### config.mk
export PLATFORM = sky130hd
export DESIGN_NAME = temp_sample_ctrl
export DESIGN_NICKNAME = d
export VERILOG_FILES = /design/src/rtl/temp_sample_ctrl.sv
export SDC_FILE = /design/constraint.sdc
export NUM_CORES = 1
export LEC_CHECK = 0
export ABC_AREA = 1
export ABC_CLOCK_PERIOD_IN_PS = 7560
export BUFFER_PORTS_ARGS = -buffer_cell sky130_fd_sc_hd__buf_2
export CAP_MARGIN = 0
export CORE_MARGIN = 5
export CORE_UTILIZATION = 50
export DETAILED_ROUTE_END_ITERATION = 12
export PLACE_DENSITY = 0.67
export SKIP_LAST_GASP = 1
export SYNTH_ARGS = -nofsm -noshare
export SYNTH_HDL_FRONTEND = slang
export SYNTH_SLANG_ARGS = --single-unit
### constraint.sdc
create_clock -name clk -period 7.56 [get_ports clk]
set_clock_uncertainty 0.05 [all_clocks]
set_input_delay 0.378 -clock clk [delete_from_list [all_inputs] [get_ports clk]]
set_output_delay 0.378 -clock clk [all_outputs]
set_load 0.02 [all_outputs]
### src/rtl/temp_sample_ctrl.sv
// Scheduled ADC conversion sequencer: periodic starts, per-conversion timeout,
// 4-sample moving average and an over-temperature alarm with hysteresis.
module temp_sample_ctrl #(
  parameter int SAMPLE_PERIOD = 50000,
  parameter int TIMEOUT       = 1000,
  parameter int ALARM_CODE    = 3643,
  parameter int HYST          = 16
) (
  input  logic        clk,
  input  logic        rst,
  input  logic        enable,
  input  logic        err_clr,
  output logic        adc_start,
  input  logic        adc_eoc,
  input  logic [11:0] adc_data,
  output logic [11:0] temp_avg,
  output logic        avg_valid,
  output logic        alarm,
  output logic        timeout_err,
  output logic [6:0]  seven_seg
);

  localparam int PW = $clog2(SAMPLE_PERIOD);
  localparam int TW = (TIMEOUT > 1) ? $clog2(TIMEOUT) : 1;
  localparam logic [PW-1:0] PERIOD_LAST = PW'(SAMPLE_PERIOD - 1);
  localparam logic [TW-1:0] TO_LAST     = TW'(TIMEOUT - 1);
  localparam logic [12:0]   SET_LVL     = 13'(ALARM_CODE);
  localparam logic [12:0]   CLR_LVL     = 13'(ALARM_CODE + HYST);

  typedef enum logic [2:0] {IDLE, START, CONVERT, UPDATE, WAIT} state_t;

  state_t        state, state_next;
  logic [PW-1:0] period_cnt;
  logic [TW-1:0] to_cnt;
  logic          timeout_hit;
  logic [11:0]   sample;
  logic [11:0]   sbuf [4];
  logic [1:0]    wr_ptr;
  logic [2:0]    fill, fill_next;
  logic [13:0]   sum, sum_next;
  logic [11:0]   evicted;
  logic          alarm_next;

  // NOTE: every output of this block gets a default before the case so no
  // path leaves a signal unassigned, which would infer a latch.
  always_comb begin
    state_next  = state;
    adc_start   = 1'b0;
    timeout_hit = 1'b0;
    unique case (state)
      IDLE:    if (enable) state_next = START;
      START: begin
        adc_start  = 1'b1;
        state_next = CONVERT;
      end
      CONVERT: begin
        if (adc_eoc) begin
          state_next = UPDATE;
        end else if (to_cnt == TO_LAST) begin
          timeout_hit = 1'b1;
          state_next  = WAIT;
        end
      end
      UPDATE:  state_next = WAIT;
      WAIT: begin
        if (!enable)                     state_next = IDLE;
        else if (period_cnt == PERIOD_LAST) state_next = START;
      end
      default: state_next = IDLE;
    endcase
  end

  // Moving-average update; the evicted slot only counts once the buffer is full.
  always_comb begin
    evicted    = (fill == 3'd4) ? sbuf[wr_ptr] : 12'd0;
    sum_next   = sum - {2'b00, evicted} + {2'b00, sample};
    fill_next  = (fill == 3'd4) ? 3'd4 : fill + 3'd1;
    alarm_next = alarm;
    if ({1'b0, sum_next[13:2]} <= SET_LVL)     alarm_next = 1'b1;
    else if ({1'b0, sum_next[13:2]} > CLR_LVL) alarm_next = 1'b0;
  end

  // NOTE: sequential state uses non-blocking assignments only, so every
  // register samples pre-edge values regardless of statement order.
  always_ff @(posedge clk) begin
    if (rst) begin
      state       <= IDLE;
      period_cnt  <= '0;
      to_cnt      <= '0;
      sample      <= '0;
      wr_ptr      <= '0;
      fill        <= '0;
      sum         <= '0;
      temp_avg    <= '0;
      avg_valid   <= 1'b0;
      alarm       <= 1'b0;
      timeout_err <= 1'b0;
      // NOTE: the sample buffer is cleared too; it is only four words and a
      // defined reset state keeps the running sum consistent with its contents.
      for (int i = 0; i < 4; i++) sbuf[i] <= '0;
    end else begin
      state     <= state_next;
      avg_valid <= 1'b0;

      if (state_next == START)  period_cnt <= '0;
      else if (state != IDLE)   period_cnt <= period_cnt + 1'b1;

      unique case (state)
        START:   to_cnt <= '0;
        CONVERT: begin
          if (adc_eoc) sample <= adc_data;
          else         to_cnt <= to_cnt + 1'b1;
        end
        UPDATE: begin
          sbuf[wr_ptr] <= sample;
          wr_ptr       <= wr_ptr + 2'd1;
          fill         <= fill_next;
          sum          <= sum_next;
          if (fill_next == 3'd4) begin
            temp_avg  <= sum_next[13:2];
            avg_valid <= 1'b1;
            alarm     <= alarm_next;
          end
        end
        default: ;
      endcase

      // A timeout in the same cycle as a clear keeps the flag set.
      if (timeout_hit)  timeout_err <= 1'b1;
      else if (err_clr) timeout_err <= 1'b0;
    end
  end

  assign seven_seg = alarm ? 7'b1001001 : 7'b1111111;

endmodule
==> results.json, run 1 <==
{
  "top_layer": "met4",
  "ys_types": 39,
  "start_kind": "flip-flop",
  "ys_ff_latch": 125,
  "pwr-share-comb": 0.220,
  "clk_latency_ps": 420,
  "clock_sinks": 125,
  "power_mw": 1.932,
  "hold_viol": 0,
  "route.vias.total": 5305,
  "final_nets": 892,
  "end_kind": "flip-flop",
  "cts_htree_levels": 4,
  "post_cts_hold_buffer_count": 0,
  "antenna_found_initial": 0,
  "critPathRequiredTime_ps": 7820,
  "synth_edf_count": 48,
  "synth_area_leaders": "dfxtp_1, edfxtp_1, nor2_1",
  "clkPwrFrac": 0.400,
  "postCtsSetupBuffers": 0,
  "multi_input_area_sq_mm": 0.002778,
  "die_y_um": 123.3,
  "rsz0062_at_grt": "false",
  "fin_ws_ps": 3313,
  "io_pins": 40,
  "start_util": 0.5087,
  "pre_cts_slack_ps": 3340,
  "status": "finished clean",
  "row_count": 41,
  "drv_slew": 0,
  "core_sq_mm": 0.01262,
  "cts_resized": 0,
  "ir_drop_mv": 0.2231,
  "final_antenna_net_count": 0,
  "wl_met1_mm": 6.777,
  "first_pass_iters": 6,
  "grt_pass1_vias": 5189,
  "holdCritPathClass": "in2reg",
  "synth_commonest_cells": "nor2_1, inv_1, nand2_1",
  "cts_made_buffers": 17,
  "critical_path_class": "reg2reg",
  "crit_fanout": 25,
  "fin_crit_sh": 0.5618,
  "ys_seq_area_frac": 0.4646,
  "switching_share": 0.3126,
  "synth_top_flop_cell": "dfxtp_1",
  "route.met2.wl_mm": 7.276,
  "finalWirelength_mm": 15.09,
  "p_int_mw": 1.328,
  "p_leak_nw": 3.128,
  "io_buffers": 36,
  "ys_async_sr_fraction": 0,
  "grt_pass1_wl_mm": 24.65,
  "drt-initial-drc-count": 394,
  "fill_cells": 1165,
  "seq_area_sq_mm": 0.002983,
  "cts_tree": "built",
  "dp_hpwl_mm": 10.79,
  "power_density_mw_per_mm2": 265.6,
  "wl_met3_um": 721,
  "syn-cell-area_sq_mm": 0.006420,
  "die-area_sq_mm": 0.01521,
  "yosys.area.top_type_share": 0.2401,
  "antennaDiodeCount": 0,
  "overflow": 0,
  "tightest_slew_ps": 824.4,
  "cts_buffer_depth": 2,
  "wl_per_cell_um": 14.65,
  "drive_gt1_frac": 0.09790,
  "grt_use_total": 0.2102,
  "path_clk_slew_ps": 60,
  "setup-tns-final_ps": 0,
  "syn_inst": 813,
  "synth_most_common_cell": "nor2_1",
  "syn_to_final_growth_pct": 13.31,
  "routed_via_density": 5.150,
  "place_congestion": 0.9110,
  "seqPwrFrac": 0.380,
  "relSlewSlack": 0.4498,
  "synth_top_area_cell": "dfxtp_1",
  "yosys_warnings": 0,
  "max_cap_violations": 0,
  "grt_max_degree": 27,
  "p_sw_mw": 0.6040,
  "min_period_ps": 4247,
  "die_w_um": 123.3,
  "drc": 0,
  "clockRootBuffer": "clkbuf_16",
  "fmax_ghz": 0.2355,
  "arrival_ps": 4510,
  "postLayoutCoreUtil": 0.5764,
  "syn_area_per_cell_sq_um": 7.897,
  "setup_viol": 0
}
cell families (layout without fill, tap and decap cells):
family                     count (synthesis)  count (layout)  share of synthesized area
DFF                                      125             125                     0.4646
AOI/OAI and AO/OA                        134             134                     0.1169
adders and majority gates                 30              30                    0.07250
and+or+nand+nor                          340             340                     0.2237
buffers and inverters                    170             213                     0.1039
xor gates and xnor gates                  13              13                    0.01774
other                                      1               3                  0.0005841
power groups by stage:
stage,combinational (mW),sequential (mW),clock (mW)
6_report,0.425,0.734,0.773
5_1_grt,0.483,0.737,0.816
4_1_cts,0.419,0.734,0.780
3_5_place_dp,0.417,0.748,0
3_3_place_gp,0.415,0.748,0
2_1_floorplan,0.315,0.743,0
critical path, stage by stage, from the launching register on:
cell	delay [ps]
dfxtp_1	850
inv_1	540
o21ai_0	290
a21oi_1	140
fa_1	530
inv_1	50
ha_1	370
nand2_1	100
nand2_1	70
inv_1	70
nand2_1	120
nand2_1	120
nand2_1	80
nand2_1	70
nand2_1	140
o21ai_0	210
nand3_1	110
nand2_1	70
nand3_1	70
nand2_1	60
inv_1	40
cells in the final DEF, fill, tap and decap left out, drive strengths merged, types with 13 or more instances in the layout:
cell,instances
nor2,144
buf,40
dfxtp,77
o22ai,13
nand2,122
ha,18
a21oi,44
edfxtp,48
nand3,34
nor3,15
clkbuf,19
o21ai,55
inv,139
sequential cells by signal, indices dropped and copies added, names as in the netlist, named ones only:
register     count
alarm            1
avg_valid        1
fill             3
period_cnt      16
sample          12
sbuf            48
state            3
sum             14
temp_avg        12
timeout_err      1
to_cnt          10
wr_ptr           2
worst paths after layout:
path	from	endpoint	slack, ps	cells after the start
worst max-delay path	flip-flop	alarm	3310	20
worst min register to register	to_cnt[7]	to_cnt[7]	420	2
worst max register to register	flip-flop	alarm	3310	20
worst min-delay path	err_clr	timeout_err	170	4
metrics by stage:
stage	instance area, sq um	std cells	hold WS [ps]
2_1_floorplan	6427	815	387.1
3_3_place_gp	6715	998	399.6
3_5_place_dp	6715	998	411.9
4_1_cts	7274	1030	158.6
5_1_grt	7274	1030	163.5
6_report	7274	1030	170.9
metal layers:
| layer | track usage | up-vias |
|---|---|---|
| met4 | 0.06505 | 0 |
| li1 | - | 2675 |
| met2 | 0.3534 | 145 |
| met1 | 0.2676 | 2463 |
| met3 | 0.05215 | 22 |
| met5 | 0 | - |
area by class of cell:
type | count | area share
sequential | 125 | 0.4100
multi-input combinational | 520 | 0.3818
inverter | 141 | 0.07276
clock buffer | 19 | 0.05951
tap | 172 | 0.02958
timing repair buffer | 40 | 0.02890
clock inverter | 13 | 0.01737
Power figures use the tool's default switching activity.
==> run 2: changes to the inputs <==
Settings changed: ABC_AREA 1 to 0, ABC_CLOCK_PERIOD_IN_PS 7560 to 3800, PLACE_DENSITY 0.67 to 0.69.
Clock period 7.56 ns to 3.8 ns, I/O delays scaled along.
==> run 2 against run 1 <==
Synthesized area decreased by 1.2%. Sequential share of layout area decreased by 3.1 points. Synthesized cell count decreased by 17%. First-iteration DRC count decreased by 9.9%. Die area decreased by 1.1%. Sequential cell count unchanged. Design area increased by 8.1%. Global-route usage decreased by 0.54 points. Core utilization increased by 5.2 points.
==> results.json, run 2 <==
{
  "status": "finished clean",
  "grt_max_degree": 40,
  "fin_crit_sh": 0.9749,
  "arrival_ps": 3950,
  "grtUsageMet2": 0.3435,
  "drive_gt1_frac": 0.2193,
  "synth_top_family_by_area": "simple AND/OR/NAND/NOR gates",
  "io_pins": 40,
  "synth_xor_area_frac": 0.05109,
  "ir_drop_mv": 0.3338,
  "p_sw_mw": 0.8976,
  "synth_edf_count": 48,
  "clockRootBuffer": "clkbuf_16",
  "grt_pass1_wl_mm": 23.65,
  "row_count": 41,
  "syn_to_final_growth_pct": 24.03,
  "syn-cell-area_sq_mm": 0.006342,
  "yosys_warnings": 0,
  "synth_top_area_cell": "dfxtp_1",
  "dp_hpwl_mm": 10.04,
  "fmax_ghz": 0.2699,
  "holdCritPathClass": "in2reg",
  "rr_worst_depth": 15,
  "overflow": 0,
  "die-area_sq_mm": 0.01504,
  "grt_pass1_vias": 4890,
  "final_area_sq_mm": 0.007866,
  "clk_latency_ps": 420,
  "pwr-share-comb": 0.171,
  "grt_use_met1": 0.2591,
  "final_common_cell": "nand2_1",
  "ys_async_sr_fraction": 0,
  "hold_path_depth": 3,
  "clock_sinks": 125,
  "finalWirelength_mm": 14.56,
  "gr-usage-met3": 0.05438,
  "synth-compound-area-share": 0.09292,
  "hold_viol": 0,
  "die_w_um": 122.6,
  "crit_fanout": 4,
  "p_int_mw": 2.828,
  "clkPwrFrac": 0.441,
  "synthMuxAreaShare": 0.04597,
  "ys_ff_latch": 125,
  "route.vias.total": 4869,
  "largest-register": "sbuf",
  "switching_share": 0.2409,
  "seqPwrFrac": 0.388,
  "cts_tree": "built",
  "power_density_mw_per_mm2": 473.6,
  "seq_area_sq_mm": 0.002985,
  "fill_cells": 1033,
  "yosys.area.top_type_share": 0.2430,
  "synth_area_leaders": "dfxtp_1, edfxtp_1, nand2_1",
  "synth_most_common_cell": "nand2_1",
  "antenna_found_initial": 0,
  "place_congestion": 0.8914,
  "layout_common_cells": "nand2_1, nor2_1, dfxtp_1, inv_1, edfxtp_1",
  "grt_use_total": 0.2048,
  "drc": 0,
  "first_pass_iters": 4,
  "critical_path_class": "reg2reg",
  "min_period_ps": 3705,
  "wl_per_cell_um": 15.67,
  "power_mw": 3.725,
  "pre_cts_slack_ps": -97.28,
  "die_y_um": 122.6,
  "syn_inst": 672,
  "synth_top_flop_cell": "dfxtp_1",
  "largest_register_ffs": 48,
  "fin_ws_ps": 95.30,
  "holdWs_ps": 21.74,
  "core_sq_mm": 0.01252,
  "grt-busiest-layer": "met2",
  "yosys.area_share.simple": 0.2008,
  "drt-initial-drc-count": 355,
  "final_antenna_net_count": 0,
  "place_area_sq_mm": 0.006843,
  "start_kind": "flip-flop",
  "postLayoutCoreUtil": 0.6284,
  "setup_viol": 0,
  "relSlewSlack": 0.5644,
  "path_clk_slew_ps": 60,
  "cts_made_buffers": 17,
  "routed_via_density": 5.241,
  "ys_types": 65,
  "io_buffers": 36,
  "cts_buffer_depth": 2,
  "ys_seq_area_frac": 0.4703,
  "syn_area_per_cell_sq_um": 9.438,
  "end_kind": "flip-flop",
  "synth_commonest_cells": "nand2_1, nor2_1, dfxtp_1",
  "antennaDiodeCount": 0,
  "tightest_slew_ps": 653.4,
  "final_nets": 792,
  "multi_input_area_sq_mm": 0.003184,
  "synth-adder-area-share": 0.07339,
  "p_leak_nw": 3.077,
  "max_cap_violations": 0,
  "start_util": 0.5067,
  "top_regs": "sbuf: 48 flops, period_cnt: 16 flops, sum: 14 flops",
  "drv_slew": 0,
  "cts_htree_levels": 4,
  "critPathRequiredTime_ps": 4040
}
==> run 2: what timing repair did <==
| item | 4_1_cts | 5_1_grt |
|---|---|---|
| endpoints found under the setup margin | 5 | 11 |
| pin swaps | 2 | 15 |
| gates resized for setup | 9 | 33 |
| hold endpoints to repair | 12 | 0 |
| hold buffers | 12 | 0 |
| setup buffers | 1 | 6 |
==> run 2: final cells by class <==
type / instances / area share
Multi-Input combinational cell: 447 / 0.4048
Sequential cell: 125 / 0.3795
Timing Repair Buffer: 90 / 0.08064
Clock buffer: 26 / 0.06744
Inverter: 64 / 0.03054
Tap cell: 172 / 0.02736
Clock inverter: 5 / 0.009703
==> run 2: critical path: stages, from the launching register on <==
cell and delay (ps):
dfxtp_2 340, buf_6 120, mux4_2 490, and3_4 190
fa_1 490, inv_2 60, ha_4 240, a211o_1 280
a21o_1 220, buf_4 140, a21oi_2 180, a21o_1 160
a311oi_2 110, buf_4 170, nor4b_4 220, o32ai_2 110
==> run 2: cells by family after synthesis <==
family / after synthesis
other: 1
flip-flops: 125
adder cells (fa/ha/maj): 30
AND/OR/NAND/NOR: 271
AO/OA/AOI/OAI: 92
XOR/XNOR: 37
buffers and inverters: 102
multiplexers: 14
==> run 2: worst paths after layout <==
kind / slack, ps / startpoint / endpoint
hold reg to reg: 400 / temp_avg[11] / temp_avg[11]
setup reg to reg: 100 / flip-flop / alarm
hold / removal: 20 / enable / state[0]
setup / recovery: 100 / flip-flop / alarm
==> run 2: metrics by stage <==
stage / instances / TNS (ps)
finish: 929 / 0
floorplan: 674 / 0
global placement: 879 / -115.9
global route: 929 / -57.53
detailed placement: 879 / -129.6
CTS: 923 / 0
==> run 2: power by group through the flow <==
| stage | clock [mW] | sequential (mW) | combinational [mW] |
|---|---|---|---|
| after detailed placement | 0 | 1.47 | 0.524 |
| final | 1.64 | 1.45 | 0.637 |
| after floorplan | 0 | 1.46 | 0.335 |
| after global routing | 1.73 | 1.45 | 0.698 |
| after CTS | 1.67 | 1.45 | 0.560 |
| after global placement | 0 | 1.47 | 0.521 |
==> run 2: per-layer routing <==
| metal | wire (um) | part of all wire | up-vias |
|---|---|---|---|
| met5 | 0 | 0 | - |
| met4 | 226 | 0.016 | 0 |
| met3 | 548 | 0.038 | 25 |
| met2 | 7328 | 0.50 | 99 |
| met1 | 6456 | 0.44 | 2353 |
| li1 | - | - | 2392 |
==> run 3: changes to the inputs <==
Settings changed: ABC_AREA 0 to 1, SETUP_SLACK_MARGIN set to 0.3.
==> run 3 against run 2 <==
Die area increased by 1.1%. Count of clock-buffer cells in the layout decreased by 3. First-iteration DRC count increased by 17%. Critical endpoint unchanged.
==> results.json, run 3 (synthesis gave the netlist of run 1 again) <==
{
  "min_period_ps": 3280,
  "crit_top_cell": "nand2_1",
  "max_stage_delay_ps": 430,
  "hold_path_depth": 3,
  "path_clk_slew_ps": 60,
  "rsz0062_at_grt": "false",
  "tightest_slew_ps": 800.1,
  "dp_hpwl_mm": 11.10,
  "critical_path_class": "reg2reg",
  "rr_worst_depth": 22,
  "io_pins": 40,
  "syn_to_final_growth_pct": 17.42,
  "max_cap_violations": 0,
  "grt_pass1_vias": 5329,
  "layout_common_cells": "nor2_1, inv_1, nand2_1, dfxtp_1, edfxtp_1",
  "setup_viol": 0,
  "cp_cell_sequence": "buf_12 -> nor2_1 -> nor2_1 -> o21ai_1 -> a21oi_2 -> fa_1 -> inv_1 -> ha_1 -> nand2_1 -> nand2_1 -> inv_1 -> nand2_1 -> nand2_1 -> nand3_1 -> nand2_1 -> nand2_1 -> o21ai_1 -> nand3_1 -> nand2_1 -> nand3_1 -> nand2_1 -> inv_1",
  "drt-initial-drc-count": 416,
  "top_regs": "sbuf: 48 flops, period_cnt: 16 flops, sum: 14 flops",
  "clk_latency_ps": 420,
  "routed_via_density": 5.194,
  "antenna_found_initial": 0,
  "die_y_um": 123.3,
  "clock_sinks": 125,
  "final_common_cell": "nor2_1",
  "final_antenna_net_count": 0,
  "fmax_ghz": 0.3049,
  "place_congestion": 0.8874,
  "grt_use_total": 0.2166,
  "crit_fanout": 24,
  "first_pass_iters": 5,
  "setup-tns-final_ps": 0,
  "timing.rr.end": "alarm",
  "drc": 0,
  "cts_buffer_depth": 2,
  "cts_htree_levels": 4,
  "end_kind": "flip-flop",
  "die_w_um": 123.3,
  "seq_area_sq_mm": 0.002987,
  "cts_tree": "built",
  "p_leak_nw": 3.214,
  "start_util": 0.5087,
  "overflow": 0,
  "relSlewSlack": 0.4660,
  "core_sq_mm": 0.01262,
  "largest-register": "sbuf",
  "ir_drop_mv": 0.2648,
  "critPathRequiredTime_ps": 4070,
  "postLayoutCoreUtil": 0.5974,
  "holdPathEnd": "sample[9]",
  "status": "finished clean",
  "die-area_sq_mm": 0.01521,
  "fin_crit_sh": 0.8631,
  "wl_per_cell_um": 14.84,
  "antennaDiodeCount": 0,
  "start_kind": "flip-flop",
  "fill_cells": 1209,
  "finalWirelength_mm": 15.55,
  "clockRootBuffer": "clkbuf_16",
  "power_density_mw_per_mm2": 520.2,
  "holdCritPathClass": "in2reg",
  "grt_pass1_wl_mm": 25.32,
  "drive_gt1_frac": 0.1221,
  "row_count": 41,
  "io_buffers": 36,
  "grt_max_degree": 27,
  "hold_viol": 0,
  "rrSetupSlack_ps": 520,
  "cts_made_buffers": 17,
  "drv_slew": 0,
  "worstHoldStart": "adc_data[9]",
  "largest_register_ffs": 48,
  "route.vias.total": 5443,
  "arrival_ps": 3550,
  "cp_slowest_cell": "fa_1",
  "final_nets": 910,
  "multi_input_area_sq_mm": 0.002855
}
[run 3: changes by cell type in the layout (fill, tap and decap cells not counted), moves of 13 or more]
cell     previous run  this run
nand3_1            14        33
o22ai_1             0        13
buf_4              38         9
o21ai_0             6        41
nor2_1             81       140
inv_1              63       135
nand2_1            95       117
and2_1             16         1
[run 3: worst max path at each step]
stage,endpoint,start,cells past startpoint,slack [ps]
floorplan,alarm,flip-flop,23,720
global placement,alarm,fill[0],20,300
detailed placement,alarm,fill[0],20,260
CTS,alarm,flip-flop,22,390
global route,alarm,flip-flop,22,270
finish,alarm,flip-flop,22,520
[run 3: power breakdown]
group	internal [mW]	switching, mW	leakage [nW]
sequential	1.44	0.0218	1.12
clock	0.988	0.564	0.275
combinational	0.281	0.631	1.82
total	2.70	1.22	3.21
[run 3: final cells by class]
cell class	instances	share of cell area
multi-input cells	520	0.3788
well taps	172	0.02855
repair inverters	1	0.0009959
repair buffers	57	0.05029
clock buffers	23	0.06207
inverters	141	0.07071
clock inverters	9	0.01245
flip-flops and latches	125	0.3962
[run 3: repair_timing]
item	CTS	global route
hold buffers	10	0
setup buffers	0	1
gates cloned	0	1
gates resized for setup	1	40
endpoints found under the setup margin	1	2
hold endpoints to repair	11	0
pin swaps	0	6
[run 3: layer usage]
layer  up-vias  wire length, um  global-route usage  share of wire
li1       2719                -                   -              -
met1      2540             6912              0.2772           0.44
met2       154             7520              0.3571           0.48
met3        30              758             0.04117          0.049
met4         0              364             0.09689          0.023
met5         -                0                   0              0
[run 3: stage by stage]
stage          hold WS (ps)  worst slack (ps)  instance area [sq um]  cells  total power, mW
6_report              17.40             520.2                   7538   1048            3.921
3_5_place_dp          414.0             264.9                   6765   1004            2.327
4_1_cts               8.716             387.1                   7430   1046            3.905
5_1_grt               57.50             272.5                   7538   1048            4.125
3_3_place_gp          394.1             302.8                   6765   1004            2.323
2_1_floorplan         303.3             717.5                   6427    815            2.105
[run 3: worst max-delay path, delay by kind of cell, from the launching register on]
kind / cells / cell delay (ps)
buffers and inverters: 4 / 410
adder cells (fa/ha/maj): 2 / 700
flip-flops: 1 / 380
AO/OA/AOI/OAI: 3 / 460
AND/OR/NAND/NOR: 13 / 1170
